--- src/rtl/seven_seg_scan_driver.sv ---
// Time-multiplexed common-anode 7-segment scan driver with per-frame snapshot.
// Optional LEADING_ZERO_BLANK_EN: blank leading zero digits above digit 0.
module seven_seg_scan_driver #(
  parameter int NUM_DIGITS   = 3,
  parameter int SCAN_DIV     = 50000,
  parameter int BLANK_CYCLES = 2,
  parameter int ACTIVE_LOW   = 1
) (
  input  logic                    Clk,
  input  logic                    Reset,
  input  logic                    DisplayEn,
  input  logic [4*NUM_DIGITS-1:0] DigitsIn,
  input  logic [NUM_DIGITS-1:0]   DpMask,
  output logic [6:0]              Seg,
  output logic                    Dp,
  output logic [NUM_DIGITS-1:0]   Anode,
  output logic                    FrameTick
);

  localparam int PW = $clog2(SCAN_DIV);
  localparam int IW = (NUM_DIGITS > 1) ? $clog2(NUM_DIGITS) : 1;
  localparam logic POL = (ACTIVE_LOW != 0);
  localparam logic [PW-1:0] PRE_LAST = PW'(SCAN_DIV - 1);
  localparam logic [IW-1:0] IDX_LAST = IW'(NUM_DIGITS - 1);

  logic [PW-1:0]           presc_q, presc_d;
  logic [IW-1:0]           idx_q, idx_d;
  logic [4*NUM_DIGITS-1:0] snap_q, snap_d;
  logic [NUM_DIGITS-1:0]   dpsnap_q, dpsnap_d;
  logic [6:0]              seg_q, seg_d;
  logic                    dp_q, dp_d;
  logic [NUM_DIGITS-1:0]   anode_q, anode_d;
  logic                    tick_q, tick_d;

  logic                    frame_start;
  logic                    wrap;
  logic                    lit;
  logic [NUM_DIGITS-1:0]   lz;
  logic [NUM_DIGITS-1:0]   an_act;
  logic [3:0]              cur;
  logic                    cur_dp;
  logic                    cur_lz;
  logic [6:0]              seg_act;

  function automatic logic [6:0] decode(input logic [3:0] d);
    logic [6:0] s;
    case (d)
      4'd0:    s = 7'b0111111;
      4'd1:    s = 7'b0000110;
      4'd2:    s = 7'b1011011;
      4'd3:    s = 7'b1001111;
      4'd4:    s = 7'b1100110;
      4'd5:    s = 7'b1101101;
      4'd6:    s = 7'b1111101;
      4'd7:    s = 7'b0000111;
      4'd8:    s = 7'b1111111;
      4'd9:    s = 7'b1101111;
      default: s = 7'b1000000;
    endcase
    return s;
  endfunction

  // Slot timing, digit index and frame snapshot next-state.
  always_comb begin
    frame_start = (presc_q == '0) && (idx_q == '0);
    wrap        = (presc_q == PRE_LAST);
    presc_d     = wrap ? '0 : presc_q + 1'b1;
    idx_d       = idx_q;
    if (wrap) begin
      idx_d = (idx_q == IDX_LAST) ? '0 : idx_q + 1'b1;
    end
    snap_d   = frame_start ? DigitsIn : snap_q;
    dpsnap_d = frame_start ? DpMask : dpsnap_q;
  end

`ifdef LEADING_ZERO_BLANK_EN
  logic hz;

  // A digit is blank when it and every higher snapshot digit are zero.
  always_comb begin
    hz = 1'b1;
    lz = '0;
    for (int i = NUM_DIGITS - 1; i >= 1; i--) begin
      hz    = hz && (snap_d[4*i +: 4] == 4'd0);
      lz[i] = hz;
    end
  end
`else
  assign lz = '0;
`endif

  // Output next-state; the frame-start slot already uses the new snapshot.
  always_comb begin
    cur    = '0;
    cur_dp = 1'b0;
    cur_lz = 1'b0;
    an_act = '0;
    lit    = DisplayEn && (int'(presc_q) >= BLANK_CYCLES);
    for (int i = 0; i < NUM_DIGITS; i++) begin
      if (idx_q == IW'(i)) begin
        cur       = snap_d[4*i +: 4];
        cur_dp    = dpsnap_d[i];
        cur_lz    = lz[i];
        an_act[i] = lit;
      end
    end
    seg_act = cur_lz ? 7'h00 : decode(cur);
    seg_d   = seg_act ^ {7{POL}};
    dp_d    = cur_dp ^ POL;
    anode_d = an_act ^ {NUM_DIGITS{POL}};
    tick_d  = frame_start;
  end

  // State and registered outputs with synchronous reset.
  always_ff @(posedge Clk) begin
    if (Reset) begin
      presc_q  <= '0;
      idx_q    <= '0;
      snap_q   <= '0;
      dpsnap_q <= '0;
      seg_q    <= {7{POL}};
      dp_q     <= POL;
      anode_q  <= {NUM_DIGITS{POL}};
      tick_q   <= 1'b0;
    end else begin
      presc_q  <= presc_d;
      idx_q    <= idx_d;
      snap_q   <= snap_d;
      dpsnap_q <= dpsnap_d;
      seg_q    <= seg_d;
      dp_q     <= dp_d;
      anode_q  <= anode_d;
      tick_q   <= tick_d;
    end
  end

  assign Seg       = seg_q;
  assign Dp        = dp_q;
  assign Anode     = anode_q;
  assign FrameTick = tick_q;

endmodule

--- config.mk ---
export PLATFORM = sky130hd
export DESIGN_NAME = seven_seg_scan_driver
export DESIGN_NICKNAME = d
export VERILOG_FILES = /design/src/rtl/seven_seg_scan_driver.sv
export SDC_FILE = /design/constraint.sdc
export NUM_CORES = 1
export LEC_CHECK = 0
export CORE_UTILIZATION = 35
export CTS_BUF_LIST = sky130_fd_sc_hd__clkbuf_8
export DETAILED_ROUTE_END_ITERATION = 6
export SETUP_SLACK_MARGIN = 0.5
export SKIP_CTS_REPAIR_TIMING = 1
export SYNTH_ARGS = -nofsm -noshare
export SYNTH_HDL_FRONTEND = slang
export SYNTH_SLANG_ARGS = --single-unit
--- constraint.sdc ---
create_clock -name Clk -period 6.8 [get_ports Clk]
set_clock_uncertainty 0.1 [all_clocks]
set_input_delay 1.36 -clock Clk [delete_from_list [all_inputs] [get_ports Clk]]
set_output_delay 1.36 -clock Clk [all_outputs]
set_load 0.05 [all_outputs]
[Yosys cells after proc, flatten, opt, wreduce, memory -nomap -nowiden]
Memory sizes are Yosys's and may differ from the RTL's.
Index checks and enable logic that the tools add are counted.
Word-level totals
  register bits after elaboration: 45
  latch bits: 0
  bits in writable memories: 0
  bits in read-only memories: 112
  memories: 1
Memories
  (no name shown): depth 16, bits a word 7, rd ports 1, clocked after Yosys merged registers in 0, wr ports 0, RTL line 47  | case (d)
Cells by class
  add/sub/neg operators: 2
  multipliers: 0
  divide/modulo/power cells: 0
  magnitude comparators: 1
  equal/unequal tests: 3
  shift operators: 0
  multiplexer cells: 12
  bitwise gates (word level): 3
  reductions and logical operators: 5
Operators by type and width (number)
  adder 16 x 1 -> 16 bit (second input constant): 1
  == test 16 bit (second input constant): 1
  greater-or-equal comparator 16 x 2 -> 1 bit (second input constant): 1
  logical NOT 16 bit: 1
  two-way mux 12 bit: 1
  two-way mux 4 bit: 3
  NOT 7 bit: 1
  two-way mux 1 bit: 6
  two-way mux 3 bit: 1
  NOT 3 bit: 1
  adder 2 x 1 -> 2 bit (second input constant): 1
  == test 2 x 1 -> 1 bit (second input constant): 1
  == test 2 bit (second input constant): 1
  logical AND 1 bit: 2
  logical NOT 2 bit: 1
  two-way mux 2 bit: 1
  OR reduction 2 bit: 1
  NOT 1 bit: 1

[Depth between registers and ports, before layout]
An unclocked memory read counts as a cell.
  depth after elaboration: 8
  mapped depth: 11
  depth with buffers taken out: 10

[Worst setup path before layout]
Ideal clock, no wire load.
  path kind: register -> register
  start point: register presc_q[0]
  end point: register seg_q[3] (netlist: Seg[3])
  data arrival time: 3.036 ns
  data required time: 6.578 ns
  slack: 3.542 ns
  stages on the path, launching flop included: 12
  cell sequence: dfxtp_1 -> inv_1 -> ha_1 -> or4b_1 -> or4_1 -> buf_2 -> mux2_2 -> a222oi_1 -> inv_1 -> ha_1 -> mux2_2 -> o32a_1
On the way
  cells in the longest elaborated chain, start to end: 8
Ends and longest elaborated chain
  start, declared: RTL line 26  | logic [PW-1:0] presc_q, presc_d;
  start signal, assigned: RTL line 126  | presc_q <= presc_d;
  logical NOT 16 bit (*): RTL line 65  | frame_start = (presc_q == '0) && (idx_q == '0);
  logical AND 1 bit (*): RTL line 65
  two-way mux 12 bit (*): RTL line 72  | snap_d = frame_start ? DigitsIn : snap_q;
  two-way mux 4 bit (2 in a row): RTL line 100  | if (idx_q == IW'(i)) begin
  two-way mux 4 bit (*): RTL line 100
  memory read (16 x 7 bit) (*)
  NOT 7 bit (no source line) (*)
  end signal, assigned: RTL line 121  | seg_q <= {7{POL}};
  end signal, assigned: RTL line 130  | seg_q <= seg_d;
  end, declared: RTL line 30  | logic [6:0] seg_q, seg_d;
Mark *: on every way between the ends. The rest lies on a longest branch, timed or not.
A chain may end at the register's enable or synchronous reset.

[Worst setup path in the final report]
  start point: register presc_q[0]
  end point: register seg_q[0] (netlist: Seg[0])
Same word-level chain as after synthesis.

==> flow_metrics.py <==
metrics = {
    "status": {
        "outcome": "completed",
    },
    "final_layout": {
        "nNetsFinal": 280,
        "area_growth_pct": 23.4,
        "n_antenna_cell": 0,
        "layout-drive-gt1-share_pct": 5.10,
        "fin_cells": 325,
    },
    "yosys": {
        "synth.area.top_cells": "dfxtp_1, nand2_1, ha_1",
        "ys_seq_elements": 45,
        "synth_enable_flop_cells": 0,
        "yosys.area.top_type": "dfxtp_1",
        "synth_top_cells_by_count": "dfxtp_1, nand2_1, nor2_1",
        "synth_most_common_cell": "dfxtp_1",
        "postSynthCellCount": 227,
        "synth_top_area_share_pct": 45.6,
        "synth.distinct_cells": 39,
        "yosysWarnings": 0,
        "synth_area_per_cell_sq_um": 8.70,
        "synth_fp_nets": 253,
        "synthesis.area_sq_mm": 0.00198,
        "ys.flop_type": "dfxtp_1",
        "async_flop_share_pct": 0,
        "ys_seq_area_share_pct": 45.6,
    },
    "worst_setup_path": {
        "rr_startpoint": "presc_q[0]",
        "crit_arrival_ns": 3.67,
        "end_kind": "register",
        "rr_worst_depth": 10,
        "reg2reg_slack_ns": 3.21,
        "critPathMaxFanout": 6,
        "reg2reg_to": "Seg[0]",
        "crit_required_ns": 6.88,
        "crit_path_start_kind": "register",
        "setup.worst_path.class": "register to register",
    },
    "grt": {
        "grt_first_pass_wirelength_um": 6820,
        "grt_start_max_net_pins": 31,
        "grt_overflow_total": 0,
        "antenna_found_initial": 0,
        "grt.total_usage_pct": 14.5,
        "grt_pass1_vias": 1518,
    },
    "detailed_routing": {
        "vias": 1554,
        "drc": 0,
        "vias_per_cell": 4.78,
        "detail-route-antenna-nets": 0,
        "first_iter_violations": 94,
        "drtPass1Iterations": 4,
        "wirelength_um": 4040,
        "wl_per_cell_um": 12.4,
    },
    "power_and_ir_drop": {
        "power_density_mw_per_mm2": 257,
        "ir_drop_uv": 128,
        "p_leak_nw": 0.964,
    },
    "clock_network": {
        "clk_latency_ns": 0.29,
        "cts_tree": "done",
        "cts_root_buf": "clkbuf_8",
        "clk_pin_slew_ns": 0.09,
        "clockBufferDepth": 2,
        "cts_buffers": 5,
        "clock-sinks": 45,
        "htree_num_levels": 2,
    },
    "hold_path": {
        "worstHoldStart": "snap_q[2]",
        "min_path_cells": 2,
        "hp-class": "register to register",
        "hold_path_end": "snap_q[2]",
    },
    "floorplan": {
        "die_h_um": 77.1,
        "die_width_um": 77.1,
        "start_util_pct": 37.5,
        "io_pins": 30,
        "coreArea_sq_mm": 0.00527,
        "rows": 26,
        "dieArea_sq_mm": 0.00595,
    },
    "sta": {
        "timing.final.crit_share_pct": 52.8,
        "timing.setup.tns_ns": 0,
        "max-slew-margin-rel_pct": 30.0,
        "setup_viol": 0,
        "final_max_slew_viol_count": 0,
        "max_freq_ghz": 0.279,
        "fin_crit_ns": 3.59,
        "hold_viol_final": 0,
        "rsz0062_at_grt": "false",
        "layout_setup_ws_ns": 3.21,
        "worst_pin_slew_ns": 1.05,
    },
    "flow_run": {
        "max_cap_violations": 0,
    },
    "place": {
        "place_ws_ns": 3.15,
        "dp.final_hpwl_um": 2810,
        "io_buffers": 29,
        "placed_cells": 317,
        "place_congestion": 0.803,
    },
}
[registers in the layout, summed over array words and instances (netlist names)]
name and count:
Seg 7, Anode 3, idx_q 2, Dp 1, FrameTick 1, snap_q 12
dpsnap_q 3, presc_q 16
[critical path: stages, from the launching register on]
cell and delay [ns]:
dfxtp_1 0.35, inv_1 0.09, ha_1 0.14, or4b_1 0.46
or4_1 0.66, mux2_2 0.34, a222oi_1 0.55, inv_1 0.15
ha_1 0.23, mux2_2 0.27, o32a_1 0.16
[metal layers]
| metal | up-vias | part of all wire [%] | global-route usage [%] |
|---|---|---|---|
| met2 | 25 | 45 | 23.0 |
| li1 | 826 | - | - |
| met1 | 698 | 50 | 18.3 |
| met3 | 5 | 3.7 | 3.81 |
| met5 | - | 0 | 0 |
| met4 | 0 | 1.0 | 6.23 |
[kinds of logic (layout without fill, tap and decap cells)]
family	after synthesis	after routing	synth area share, %
mux	9	9	4.81
simple gates	98	98	23.3
buf+inv	19	47	3.67
flops	45	45	45.6
compound gates	34	34	11.3
xor+xnor	14	14	6.21
fa+ha+maj	8	8	5.07
[report_power, final]
group	internal (W)	switching (W)	total, W
Combinational	0.0000539	0.0000795	0.000133
Sequential	0.000282	0.00000795	0.000290
Clock	0.000118	0.0000854	0.000204
Total	0.000454	0.000173	0.000627
[area by class of cell]
class                           instances  area (sq um)
Clock inverter                          2          33.8
Sequential cell                        45           901
Fill cell                             537          2830
Inverter                                9          33.8
Timing Repair Buffer                   30           298
Tap cell                               70          87.6
Clock buffer                            6          82.6
Multi-Input combinational cell        163          1000
[how the worst max path moves through the flow]
stage | startpoint | to | slack (ns) | cells after the start
finish | presc_q[0] | Seg[0] | 3.21 | 10
global route | presc_q[0] | Seg[0] | 3.03 | 8
CTS | presc_q[0] | Seg[0] | 3.18 | 10
detailed placement | DigitsIn[0] | Seg[0] | 3.15 | 7
global placement | DigitsIn[0] | Seg[3] | 3.18 | 7
floorplan | presc_q[0] | Seg[3] | 3.54 | 11
[cell usage in the layout, fill, tap and decap left out, types with 5 or more instances in the layout]
cell              n
clkdlybuf4s50_1  29
xnor2_1           7
nand4_1           5
or4_1             5
xor2_1            7
ha_1              8
nand3_1           5
a21oi_1          18
nor2_1           25
mux2i_1           5
inv_1            10
dfxtp_1          45
nand2_1          38
clkbuf_8          6
[stage by stage]
stage	hold slack [ns]	util (%)	power, W	instance area, sq um
finish	0.356	46.3	0.000627	2440
global route	0.375	46.3	0.000660	2440
CTS	0.357	46.3	0.000636	2440
detailed placement	0.346	44.1	0.000431	2320
global placement	0.338	44.1	0.000429	2320
floorplan	0.328	-	0.000388	1980
No activity file was read; power rests on OpenSTA's default activity.
